File: src/rtl/float_to_fixed_sp.sv
// -----------------------------------------------------------------------------
// float_to_fixed_sp
//   Converts IEEE-754 single-precision words to signed fixed point
//   Q(p).(31-p), p = p_INTEGER_BIT_COUNT. Three-stage pipeline with a
//   valid/ready handshake on both sides; the whole pipeline advances together
//   whenever the output register can accept a new entry.
//
//   S1 unpack/classify : sign, significand {1,mant}, alignment shift k, class
//   S2 align-shift     : magnitude = sig << k or sig >> -k (truncating)
//   S3 negate/saturate : two's complement, clamp, flags -> output register
//
// Ports
//   i_CLK          clock, rising edge
//   i_RST          synchronous active-high reset
//   i_VALID        i_FLOAT_WORD carries a word this cycle
//   i_FLOAT_WORD   {sign, exp[7:0], mant[22:0]}
//   o_READY        input accepted this cycle when i_VALID is also high
//   o_VALID        o_FIXED_WORD / flags are valid
//   i_READY        downstream takes the output this cycle
//   o_FIXED_WORD   signed fixed-point result
//   o_OVERFLOW     result was saturated
//   o_INVALID      input was NaN
// -----------------------------------------------------------------------------
module float_to_fixed_sp #(
    parameter int p_INTEGER_BIT_COUNT = 31
) (
    input  logic               i_CLK,
    input  logic               i_RST,
    input  logic               i_VALID,
    input  logic [31:0]        i_FLOAT_WORD,
    output logic               o_READY,
    output logic               o_VALID,
    input  logic               i_READY,
    output logic signed [31:0] o_FIXED_WORD,
    output logic               o_OVERFLOW,
    output logic               o_INVALID
);

    typedef enum logic [1:0] {
        CLS_ZERO,   // zero, denormal, or below one LSB
        CLS_NORM,   // finite value that needs shifting
        CLS_INF,
        CLS_NAN
    } class_t;

    typedef struct packed {
        logic               sign;
        class_t             cls;
        logic [23:0]        sig;
        logic signed [9:0]  k;
    } s1_t;

    typedef struct packed {
        logic               sign;
        class_t             cls;
        logic               big;    // k > 8: magnitude certainly >= 2^31
        logic [31:0]        mag;
    } s2_t;

    // Shift that maps the unbiased significand LSB onto the output LSB.
    localparam logic signed [9:0] K_BIAS = 10'(119 + p_INTEGER_BIT_COUNT);

    logic              s1_valid, s2_valid;
    s1_t               s1_d, s1_q;
    s2_t               s2_d, s2_q;
    logic [7:0]        in_exp;
    logic signed [9:0] in_k;
    logic [3:0]        s2_lsh;
    logic [4:0]        s2_rsh;
    logic [31:0]       s3_word_d;
    logic              s3_ovf_d, s3_inv_d;
    logic [31:0]       sat_word;

    // Pipeline moves whenever the output slot is empty or being drained.
    assign o_READY = !o_VALID || i_READY;

    // ---------------- S1: unpack / classify ----------------
    assign in_exp = i_FLOAT_WORD[30:23];
    assign in_k   = $signed({2'b00, in_exp}) - K_BIAS;

    always_comb begin
        // NOTE: every field gets a default first so no path leaves one unassigned (no latch).
        s1_d      = '0;
        s1_d.sign = i_FLOAT_WORD[31];
        s1_d.sig  = {1'b1, i_FLOAT_WORD[22:0]};
        s1_d.k    = in_k;
        if (in_exp == 8'hFF)
            s1_d.cls = (i_FLOAT_WORD[22:0] != 23'd0) ? CLS_NAN : CLS_INF;
        else if (in_exp == 8'h00 || in_k < -10'sd23)
            s1_d.cls = CLS_ZERO;
        else
            s1_d.cls = CLS_NORM;
    end

    // ---------------- S2: align shift ----------------
    // Left shifts beyond 8 are flagged as big, so only 4 bits of k matter;
    // right shifts are at most 23 for anything still classed CLS_NORM.
    assign s2_lsh = 4'(s1_q.k);
    assign s2_rsh = 5'(-s1_q.k);

    always_comb begin
        s2_d      = '0;
        s2_d.sign = s1_q.sign;
        s2_d.cls  = s1_q.cls;
        s2_d.big  = s1_q.k > 10'sd8;
        if (s1_q.k >= 10'sd0)
            s2_d.mag = {8'd0, s1_q.sig} << s2_lsh;
        else
            s2_d.mag = {8'd0, s1_q.sig} >> s2_rsh;
    end

    // ---------------- S3: negate / saturate ----------------
    assign sat_word = s2_q.sign ? 32'h8000_0000 : 32'h7FFF_FFFF;

    always_comb begin
        s3_word_d = '0;
        s3_ovf_d  = 1'b0;
        s3_inv_d  = 1'b0;
        // Bubbles load zeros so the flags can never be high without o_VALID.
        if (s2_valid) begin
            unique case (s2_q.cls)
                CLS_NAN: s3_inv_d = 1'b1;
                CLS_INF: begin
                    s3_word_d = sat_word;
                    s3_ovf_d  = 1'b1;
                end
                CLS_NORM: begin
                    // -2^31 is the one magnitude with bit 31 set that still fits.
                    if (s2_q.big ||
                        (s2_q.mag[31] && !(s2_q.sign && s2_q.mag == 32'h8000_0000))) begin
                        s3_word_d = sat_word;
                        s3_ovf_d  = 1'b1;
                    end else begin
                        s3_word_d = s2_q.sign ? -s2_q.mag : s2_q.mag;
                    end
                end
                default: ;
            endcase
        end
    end

    // ---------------- control / output registers ----------------
    always_ff @(posedge i_CLK) begin
        // NOTE: non-blocking assignments so every stage samples the pre-edge value of the one before it.
        if (i_RST) begin
            s1_valid     <= 1'b0;
            s2_valid     <= 1'b0;
            o_VALID      <= 1'b0;
            o_FIXED_WORD <= '0;
            o_OVERFLOW   <= 1'b0;
            o_INVALID    <= 1'b0;
        end else if (o_READY) begin
            s1_valid     <= i_VALID;
            s2_valid     <= s1_valid;
            o_VALID      <= s2_valid;
            o_FIXED_WORD <= s3_word_d;
            o_OVERFLOW   <= s3_ovf_d;
            o_INVALID    <= s3_inv_d;
        end
    end

    // NOTE: payload registers are not reset; their contents are ignored until the matching valid bit is set.
    always_ff @(posedge i_CLK) begin
        if (o_READY) begin
            s1_q <= s1_d;
            s2_q <= s2_d;
        end
    end

endmodule

File: config.mk
export PLATFORM = sky130hd
export DESIGN_NAME = float_to_fixed_sp
export DESIGN_NICKNAME = d
export VERILOG_FILES = /design/src/rtl/float_to_fixed_sp.sv
export SDC_FILE = /design/constraint.sdc
export NUM_CORES = 1
export LEC_CHECK = 0
export ABC_CLOCK_PERIOD_IN_PS = 7230
export CAP_MARGIN = 20
export CORE_MARGIN = 8
export CORE_UTILIZATION = 55
export CTS_CLUSTER_DIAMETER = 30
export CTS_CLUSTER_SIZE = 10
export DETAILED_ROUTE_END_ITERATION = 10
export PLACE_DENSITY_LB_ADDON = 0.1
export SYNTH_ARGS = -nofsm -noshare
export SYNTH_HDL_FRONTEND = slang
export SYNTH_SLANG_ARGS = --single-unit
File: constraint.sdc
create_clock -name i_CLK -period 7.23 [get_ports i_CLK]
set_input_delay 1.0845 -clock i_CLK [delete_from_list [all_inputs] [get_ports i_CLK]]
set_output_delay 1.0845 -clock i_CLK [all_outputs]
set_load 0.03 [all_outputs]
==> results of run 1 <==
## worst max-delay path, cell delays in order
cell and delay (ns):
clkdlybuf4s50_1 0.40, nor2b_1 0.59, inv_2 0.26, clkdlybuf4s50_1 0.67
## through the flow
stage               setup slack [ns]  hold slack (ns)  std cells  power, mW
floorplan                       2.70            0.400        732       1.19
global placement                3.24            0.402        939       1.34
detailed placement              3.19            0.407        939       1.35
CTS                             3.17            0.420        955       1.83
global route                    3.02            0.425        955       1.91
finish                          3.14            0.419        955       1.83
## power groups by stage
| stage | logic (mW) | clock network [mW] | registers (mW) |
|---|---|---|---|
| floorplan | 0.404 | 0 | 0.787 |
| global placement | 0.530 | 0 | 0.812 |
| detailed placement | 0.539 | 0 | 0.815 |
| CTS | 0.543 | 0.485 | 0.800 |
| global route | 0.597 | 0.505 | 0.811 |
| finish | 0.551 | 0.479 | 0.803 |
## layer usage
layer,track usage,up-vias,share of wire
li1,-,2908,-
met1,0.292,2923,0.41
met2,0.407,310,0.49
met3,0.0406,56,0.062
met4,0.117,0,0.036
met5,0,-,0
## Yosys cell counts, types with 12 or more instances
cell type,number,area share
a21oi_1,58,0.040
clkbuf_1,40,0.021
dfxtp_1,37,0.10
edfxtp_1,71,0.29
inv_1,19,0.0098
mux2_2,24,0.037
mux2i_1,25,0.034
mux4_2,39,0.12
nand2_1,33,0.017
nor2_1,99,0.051
nor3_1,22,0.015
nor4_1,13,0.011
o21ai_0,44,0.030
o22ai_1,12,0.010
xor2_1,17,0.020
## area by class of cell
type / count / area share
well taps: 176 / 0.0263
repair buffers: 82 / 0.0948
multi-input cells: 550 / 0.492
inverters: 23 / 0.0103
flip-flops and latches: 108 / 0.343
clock buffers: 11 / 0.0290
clock inverters: 5 / 0.00419
## flip-flops by register name (all words and copies together), names as in the netlist
name and flops:
s2_q 36, s1_q 35, o_FIXED_WORD 32, o_INVALID 1
o_OVERFLOW 1, o_VALID 1, s1_valid 1, s2_valid 1
## cell families after synthesis
logic type | Yosys count | synth area share
AOI/OAI and AO/OA | 202 | 0.181
xor gates and xnor gates | 24 | 0.0289
adders and majority gates | 9 | 0.0155
buffers and inverters | 74 | 0.0390
DFF | 108 | 0.395
muxes | 88 | 0.192
and+or+nand+nor | 227 | 0.148
## path summary, 6_finish.rpt
path | from | end | slack (ns) | cells after the start
max | i_READY | o_READY | 3.14 | 4
min | s1_q[35] | s2_q[34] | 0.42 | 0
max reg2reg | s1_q[0] | s2_q[4] | 3.32 | 9
min reg2reg | s1_q[35] | s2_q[34] | 0.42 | 0
==> summary.txt, run 1 <==
Clocking
  – Clock Sinks: 108
  – Setup bufs post-CTS: 0
  – Hold buffers post-CTS: 0
  – H-tree depth: 3
  – CTS resizes: 0
  – CTS tree: done
  – Root Driver: clkbuf_16
  – Clk pin slew, worst setup/hold paths: 0.07 ns
  – TritonCTS Buffers: 9
  – Worst-Skew Late Latency: 0.35 ns
  – Clock buffer depth: 2

Cells and area
  – Multi-input logic area: 4120 um^2
  – Antenna cells: 0
  – Core Util, Final: 0.639
  – Reg area: 2870 um^2
  – Area Growth Syn to Fin: 15.0%
  – Final Cell Area: 8370 um^2
  – Most common cell after layout, fill and taps aside: nor2_1
  – Filler cells: 1047
  – Most frequent cells in the layout: 99 x nor2_1, 71 x clkdlybuf4s50_1, 71 x edfxtp_1
  – Share of cells above drive strength 1: 0.123
  – Nets: 819

Logic synthesis
  – Yosys reg bits: 108
  – Syn Nets: 777
  – Sequential area share after synthesis: 0.395
  – Number of flops mapped to enable cells by yosys: 71
  – Cell variety after synth: 68
  – Synth Area per Inst: 9.94 um^2
  – Post-synth ARST share: 0
  – Syn. warnings: 0
  – Post-Syn Area: 7270 um^2
  – Post-Synthesis Cells: 732
  – Top FF cell, synth: edfxtp_1

Setup path
  – CP Launch Type: primary input
  – CP Data Required Time: 6.15 ns
  – Critical setup path kind: in -> out
  – Arrival @ worst endpoint: 3.01 ns
  – Worst setup EP type: output port
  – Critical Path Fanout Max: 11

Floorplan
  – Area of the die: 17200 um^2
  – # IOs: 72
  – Die Y: 131 um
  – Row count: 42
  – Core box area: 13100 um^2
  – Die Width: 131 um
  – Initial Util: 0.556

GRT
  – Number of global-route vias before repair: 5865
  – GRT overflow: 0
  – Largest net degree at the start of global routing: 72
  – First-pass GRT wire length: 31.8 mm
  – Initial antenna violation count: 0
  – Global Route Usage Sum: 0.241

Timing
  – Setup Skew: 0.00552 ns
  – Final setup vio count: 0
  – Max Slew Vio Count: 0
  – Worst Max-Slew Pin Slew: 1.01 ns
  – Final hold violations: 0
  – Setup TNS: 0 ns
  – Fmax: 244 MHz
  – Rel. slew slack: 0.323
  – RSZ-0062 raised after global routing: no
  – Final Cycle Share: 0.566
  – Post-layout min period: 4.09 ns

Power and ir drop
  – Comb pwr share: 0.301
  – Peak VDD IR: 0.132 mV
  – Power density over cell area: 219 nW/um^2
  – Sw Pwr: 628 uW
  – Clock power frac: 0.261
  – Switch share: 0.343
  – Lkg Pwr: 2.96 nW
  – Internal Power: 1.20 mW
  – Reg power frac: 0.438

Placed design
  – Routability cong.: 0.926
  – DP Area: 8090 um^2
  – IO buf count: 71
  – Detailed Place HPWL: 15.1 mm

Detailed routing
  – Routed length per instance: 21.1 um
  – Iter 0 DRT Violations: 644
  – First-pass DRT Iterations: 5
  – DR vias/cell: 6.49
  – # DRC: 0
  – DR vias: 6197
  – Post-route ant nets: 0
  – DRT Wirelength: 20.2 mm

Flow run
  – Maxcap violations: 0

Min path
  – HP Class: reg -> reg

Outcome
  – Outcome: finished clean
Power figures use the tool's default switching activity.
==> run 2, diff against run 1 <==
--- a/config.mk
+++ b/config.mk
@@ -5,7 +5,7 @@
 export SDC_FILE = /design/constraint.sdc
 export NUM_CORES = 1
 export LEC_CHECK = 0
-export ABC_CLOCK_PERIOD_IN_PS = 7230
+export ABC_CLOCK_PERIOD_IN_PS = 4070
 export CAP_MARGIN = 20
 export CORE_MARGIN = 8
 export CORE_UTILIZATION = 55
==> constraint.sdc (replaced) <==
create_clock -name i_CLK -period 4.07 [get_ports i_CLK]
set_input_delay 0.6105 -clock i_CLK [delete_from_list [all_inputs] [get_ports i_CLK]]
set_output_delay 0.6105 -clock i_CLK [all_outputs]
set_load 0.03 [all_outputs]
==> run 2 against run 1 <==
Compared with the run above:
- global-route usage down 0.11 points
- flip-flop and latch count unchanged
- hold slack worse by 0.00098 ns
- die area unchanged
- critical endpoint is now o_FIXED_WORD[20]
- first-iteration DRC count down 6.2%
- cell count up 0.84%
==> summary.txt, run 2 (same netlist as run 1, synthesis figures left out) <==
Cells and area
  – Antenna cells: 0 (unchanged)
  – Filler cells: 1076 (+2.8%)
  – Share of cells above drive strength 1: 0.133 (+0.0102)
  – Area Growth Syn to Fin: 15.8%
  – Largest register by flop count: s2_q
  – Core Util, Final: 0.644 (+0.00449)
  – Max FFs per register: 36 (unchanged)
  – Most common cell after layout, fill and taps aside: nor2_1
  – Multi-input logic area: 4120 um^2 (unchanged)
  – Most frequent cells in the layout: 99 x nor2_1, 71 x clkdlybuf4s50_1, 71 x edfxtp_1
  – Reg area: 2870 um^2 (unchanged)
  – Nets: 827 (+0.98%)
  – Largest registers: s2_q (36), s1_q (35), o_FIXED_WORD (32)

Timing
  – Final hold violations: 0 (unchanged)
  – Rel. slew slack: 0.313 (-0.00998)
  – Setup Skew: 0.00975 ns (+0.00423 ns)
  – RSZ-0062 raised after global routing: no
  – Max Slew Vio Count: 0 (unchanged)
  – Final setup vio count: 0 (unchanged)
  – Setup TNS: 0 ns (unchanged)
  – Worst Max-Slew Pin Slew: 1.03 ns (+0.0150 ns)
  – Post-layout min period: 3.22 ns
  – Fmax: 311 MHz
  – Final hold slack: 0.418 ns (-0.000983 ns)
  – Final Cycle Share: 0.791
  – Worst setup margin: 0.851 ns (-2.29 ns)

Setup path
  – Worst reg2reg startpoint: s2_q[16]
  – CP Launch Type: register
  – Crit-path cells: or4_4 -> or3_1 -> o41ai_2 -> o2111ai_1 -> a221o_1
  – Max incr delay on CP: 0.81 ns (+0.14 ns)
  – Worst R2R End: o_FIXED_WORD[20]
  – Worst R2R Setup Slack: 0.85 ns (-2.47 ns)
  – CP Data Required Time: 4.31 ns (-1.84 ns)
  – Worst setup EP type: register
  – Arrival @ worst endpoint: 3.46 ns (+0.45 ns)
  – Worst Setup EP: o_FIXED_WORD[20]
  – Critical setup path kind: reg -> reg
  – Critical path's slowest cell: o41ai_2
  – Path depth of the worst reg2reg path: 5 (-4)
  – Critical Path Fanout Max: 15 (+4)
  – Critical path origin: s2_q[16]

GRT
  – First-pass GRT wire length: 31.7 mm (-0.20%)
  – Number of global-route vias before repair: 5932 (+1.1%)
  – GRT overflow: 0 (unchanged)
  – Global Route Usage Sum: 0.239 (-0.00111)
  – Largest net degree at the start of global routing: 78 (+8.3%)
  – GRT met1 Usage: 0.285 (-0.00732)
  – GR met3 Demand/Resource: 0.0483 (+0.00771)
  – Initial antenna violation count: 0 (unchanged)
  – Busiest grt layer: met2
  – Met2 Use GR: 0.405 (-0.00151)

Clocking
  – CTS tree: done
  – Clk pin slew, worst setup/hold paths: 0.07 ns (about the same)
  – Worst-Skew Late Latency: 0.35 ns (about the same)
  – Setup bufs post-CTS: 0 (unchanged)
  – Hold buffers post-CTS: 0 (unchanged)
  – Clock Sinks: 108 (unchanged)
  – TritonCTS Buffers: 9 (unchanged)
  – H-tree depth: 3 (unchanged)
  – CTS resizes: 0 (unchanged)
  – Clock buffer depth: 2 (unchanged)
  – Root Driver: clkbuf_16

Floorplan
  – Die Width: 131 um (unchanged)
  – Area of the die: 17200 um^2 (unchanged)
  – # IOs: 72 (unchanged)
  – Core box area: 13100 um^2 (unchanged)
  – Die Y: 131 um (unchanged)
  – Row count: 42 (unchanged)
  – Initial Util: 0.556 (unchanged)

Power and ir drop
  – Peak VDD IR: 0.183 mV (+39%)
  – Lkg Pwr: 3.01 nW (+1.5%)
  – Power density over cell area: 387 nW/um^2 (+77%)

Detailed routing
  – DR vias: 6261 (+1.0%)
  – DRT Wirelength: 20.2 mm (+0.29%)
  – Iter 0 DRT Violations: 604 (-6.2%)
  – # DRC: 0 (unchanged)
  – DR vias/cell: 6.50 (+0.19%)
  – Post-route ant nets: 0 (unchanged)
  – Routed length per instance: 21.0 um (-0.55%)
  – First-pass DRT Iterations: 5 (unchanged)

Placed design
  – IO buf count: 71 (unchanged)
  – Detailed Place HPWL: 15.3 mm (+1.9%)
  – Pre-CTS WS: 0.958 ns (-2.23 ns)
  – Routability cong.: 0.944 (+1.9%)

Outcome
  – Outcome: finished clean

Flow run
  – Maxcap violations: 0 (unchanged)

Min path
  – HP Class: reg -> reg
run 2: changes by cell type in the layout (fill, tap and decap cells not counted), sizes merged:
cell	before	now
buf	11	19
clkbuf	11	10
clkinvlp	1	0
clkinv	4	6
run 2: worst min-delay path by stage:
stage                   from  endpoint  slack [ns]  cells past startpoint
floorplan           s1_q[34]  s2_q[33]        0.40                      0
global placement    s1_q[36]  s2_q[35]        0.40                      0
detailed placement  s1_q[35]  s2_q[34]        0.41                      0
CTS                 s1_q[35]  s2_q[34]        0.42                      0
global route        s1_q[35]  s2_q[34]        0.42                      0
finish              s1_q[35]  s2_q[34]        0.42                      0
run 2: final cells by class:
cell class,instances,share of cell area
repair buffers,90,0.101
clock inverters,6,0.00446
multi-input cells,550,0.489
flip-flops and latches,108,0.341
clock buffers,10,0.0284
well taps,176,0.0261
inverters,23,0.0102
run 2: report_power, final:
part           total (mW)  internal (mW)  switching (mW)  leakage (nW)
Clock               0.831          0.432           0.399         0.143
Sequential           1.43           1.29           0.144          1.08
Combinational       0.996          0.428           0.568          1.78
Total                3.26           2.15            1.11          3.01
run 2: critical path, delay by kind of cell (launching register included):
family,cells,cell delay [ns]
AOI/OAI and AO/OA,3,1.47
and+or+nand+nor,2,1.14
DFF,1,0.49
run 2: metal layers:
layer | vias up | wire (um) | share of wire
li1 | 2925 | - | -
met1 | 2986 | 8180 | 0.40
met2 | 292 | 9920 | 0.49
met3 | 58 | 1360 | 0.067
met4 | 0 | 777 | 0.038
met5 | - | 0 | 0
run 2: stage by stage:
stage	instances	total power, mW	area, um^2
floorplan	732	2.12	7270
global placement	947	2.41	8150
detailed placement	947	2.42	8150
CTS	963	3.25	8430
global route	963	3.40	8430
finish	963	3.26	8430
==> run 3, diff against run 2 <==
--- a/config.mk
+++ b/config.mk
@@ -5,10 +5,10 @@
 export SDC_FILE = /design/constraint.sdc
 export NUM_CORES = 1
 export LEC_CHECK = 0
-export ABC_CLOCK_PERIOD_IN_PS = 4070
+export ABC_CLOCK_PERIOD_IN_PS = 2600
 export CAP_MARGIN = 20
 export CORE_MARGIN = 8
-export CORE_UTILIZATION = 55
+export CORE_UTILIZATION = 53
 export CTS_CLUSTER_DIAMETER = 30
 export CTS_CLUSTER_SIZE = 10
 export DETAILED_ROUTE_END_ITERATION = 10
==> constraint.sdc (replaced) <==
create_clock -name i_CLK -period 2.6 [get_ports i_CLK]
set_input_delay 0.39 -clock i_CLK [delete_from_list [all_inputs] [get_ports i_CLK]]
set_output_delay 0.39 -clock i_CLK [all_outputs]
set_load 0.03 [all_outputs]
==> run 3 against run 2 <==
Compared with the run above:
- clock skew shrank 0.0053 ns
- cell count grew 3.4%
- count of clock-buffer cells in the layout is the same
- worst setup slack worse by 0.79 ns
- hold slack improved by 0.0023 ns
- die area rose by 3.3%
- wire length increased by 6.3%
- global-route usage grew 0.62 points
==> summary.txt, run 3 (same netlist as run 1, synthesis figures left out) <==
Cells and area
  – Share of cells above drive strength 1: 0.176 (+0.0431)
  – Most frequent cells in the layout: 99 x nor2_1, 71 x clkdlybuf4s50_1, 71 x edfxtp_1
  – Nets: 856 (+3.5%)
  – Area Growth Syn to Fin: 20.5%
  – Largest registers: s2_q (36), s1_q (35), o_FIXED_WORD (32)
  – Filler cells: 1117 (+3.8%)
  – Most common cell after layout, fill and taps aside: nor2_1
  – Largest register by flop count: s2_q
  – Final Cell Area: 8760 um^2 (+4.0%)
  – Antenna cells: 0 (unchanged)
  – Max FFs per register: 36 (unchanged)

Clocking
  – H-tree depth: 3 (unchanged)
  – Clock buffer depth: 2 (unchanged)
  – Worst-Skew Late Latency: 0.36 ns (about the same)
  – Setup bufs post-CTS: 0 (unchanged)
  – Clk pin slew, worst setup/hold paths: 0.07 ns (about the same)
  – Clock Sinks: 108 (unchanged)
  – CTS tree: done
  – TritonCTS Buffers: 9 (unchanged)
  – Root Driver: clkbuf_16

Floorplan
  – Die Width: 133 um (+1.6%)
  – Initial Util: 0.532 (-0.0236)
  – Area of the die: 17700 um^2 (+3.3%)
  – Core box area: 13700 um^2 (+4.4%)
  – # IOs: 72 (unchanged)
  – Die Y: 133 um (+1.6%)
  – Row count: 43 (+2.4%)

Timing
  – Worst Max-Slew Pin Slew: 0.902 ns (-0.128 ns)
  – Setup TNS: 0 ns (unchanged)
  – Setup Skew: 0.00445 ns (-0.00531 ns)
  – Final Cycle Share: 0.977 (+0.186)
  – RSZ-0062 raised after global routing: no
  – Fmax: 394 MHz (+27%)
  – Max Slew Vio Count: 0 (unchanged)
  – Post-layout min period: 2.54 ns (-0.680 ns)
  – Rel. slew slack: 0.398 (+0.0851)
  – Final setup vio count: 0 (unchanged)
  – Final hold violations: 0 (unchanged)

Placed design
  – Detailed Place HPWL: 16.5 mm (+7.5%)
  – Routability cong.: 0.905 (-4.1%)
  – IO buf count: 71 (unchanged)
  – DP Area: 8430 um^2 (+3.5%)

Detailed routing
  – Routed length per instance: 21.6 um (+2.7%)
  – Iter 0 DRT Violations: 698 (+16%)
  – DR vias: 6432 (+2.7%)
  – DRT Wirelength: 21.5 mm (+6.3%)
  – # DRC: 0 (unchanged)
  – Post-route ant nets: 0 (unchanged)
  – DR vias/cell: 6.46 (-0.67%)
  – First-pass DRT Iterations: 5 (unchanged)

GRT
  – GRT overflow: 0 (unchanged)
  – Number of global-route vias before repair: 6203 (+4.6%)
  – Global Route Usage Sum: 0.246 (+0.00621)
  – First-pass GRT wire length: 34.5 mm (+8.9%)
  – Largest net degree at the start of global routing: 75 (-3.8%)
  – Initial antenna violation count: 0 (unchanged)

Power and ir drop
  – Switch share: 0.344 (+0.00342)
  – Lkg Pwr: 3.17 nW (+5.5%)
  – Clock power frac: 0.262 (+0.007)
  – Internal Power: 3.51 mW (+63%)
  – Comb pwr share: 0.321 (+0.015)
  – Reg power frac: 0.417 (-0.023)
  – Peak VDD IR: 0.349 mV (+90%)
  – Sw Pwr: 1.84 mW (+66%)
  – Power density over cell area: 611 nW/um^2 (+58%)

Setup path
  – Crit-path cells: or4_4 -> or3_4 -> o31a_1 -> or4_1 -> a311oi_2
  – CP Launch Type: register
  – CP bufs+invs: 0 (unchanged)
  – Critical Path Stages: 5 (unchanged)
  – Cell family with most CP delay: simple AND/OR/NAND/NOR gates
  – Path depth of the worst reg2reg path: 5 (unchanged)
  – CP Data Required Time: 2.88 ns (-1.43 ns)
  – Critical Path Fanout Max: 4 (-11)
  – Critical setup path kind: reg -> reg
  – Arrival @ worst endpoint: 2.82 ns (-0.64 ns)
  – Worst setup EP type: register
  – Critical path's slowest cell: or4_4
  – Max incr delay on CP: 0.56 ns (-0.25 ns)

Min path
  – Hold Path Stages: 0 (unchanged)
  – HP Class: reg -> reg

Flow run
  – Maxcap violations: 0 (unchanged)

Outcome
  – Outcome: finished clean
==> run 3: path summary, 6_finish.rpt <==
check	startpoint	to	slack, ns
hold / removal	s1_q[35]	s2_q[34]	0.42
setup / recovery	s2_q[16]	o_FIXED_WORD[21]	0.06
hold reg to reg	s1_q[35]	s2_q[34]	0.42
setup reg to reg	s2_q[16]	o_FIXED_WORD[21]	0.06
==> run 3: what timing repair did <==
action                     4_1_cts  5_1_grt
hold buffers                     0        0
resized for setup                0        6
setup endpoints to repair        0        8
==> run 3: cell type report <==
cell class                      count  area, um^2  area share
Inverter                           23         105      0.0120
Timing Repair Buffer              119        1080       0.124
Sequential cell                   108        2870       0.328
Clock inverter                      6        53.8     0.00614
Multi-Input combinational cell    550        4170       0.476
Tap cell                          180         225      0.0257
Clock buffer                       10         250      0.0286
==> run 3: stage by stage <==
stage | worst slack (ns) | power (mW) | hold WS, ns | util | std cells
after floorplan | 0.00702 | 3.33 | 0.400 | - | 732
after global placement | 0.0699 | 3.92 | 0.405 | 0.617 | 980
after detailed placement | 0.0148 | 3.93 | 0.410 | 0.617 | 980
after CTS | 0.00738 | 5.34 | 0.421 | 0.639 | 996
after global routing | 0.0167 | 5.62 | 0.424 | 0.641 | 996
final | 0.0611 | 5.36 | 0.421 | 0.641 | 996
==> run 3: power groups by stage <==
stage                     logic [mW]  registers, mW  clock network, mW
after floorplan                 1.14           2.19                  0
after global placement          1.67           2.25                  0
final                           1.72           2.23               1.41
after detailed placement        1.67           2.26                  0
after CTS                       1.68           2.22               1.43
after global routing            1.86           2.25               1.51
==> run 3: layer usage <==
metal,share of wire,track usage
met3,0.061,0.0467
met5,0,0
met2,0.50,0.418
met1,0.40,0.293
met4,0.039,0.120
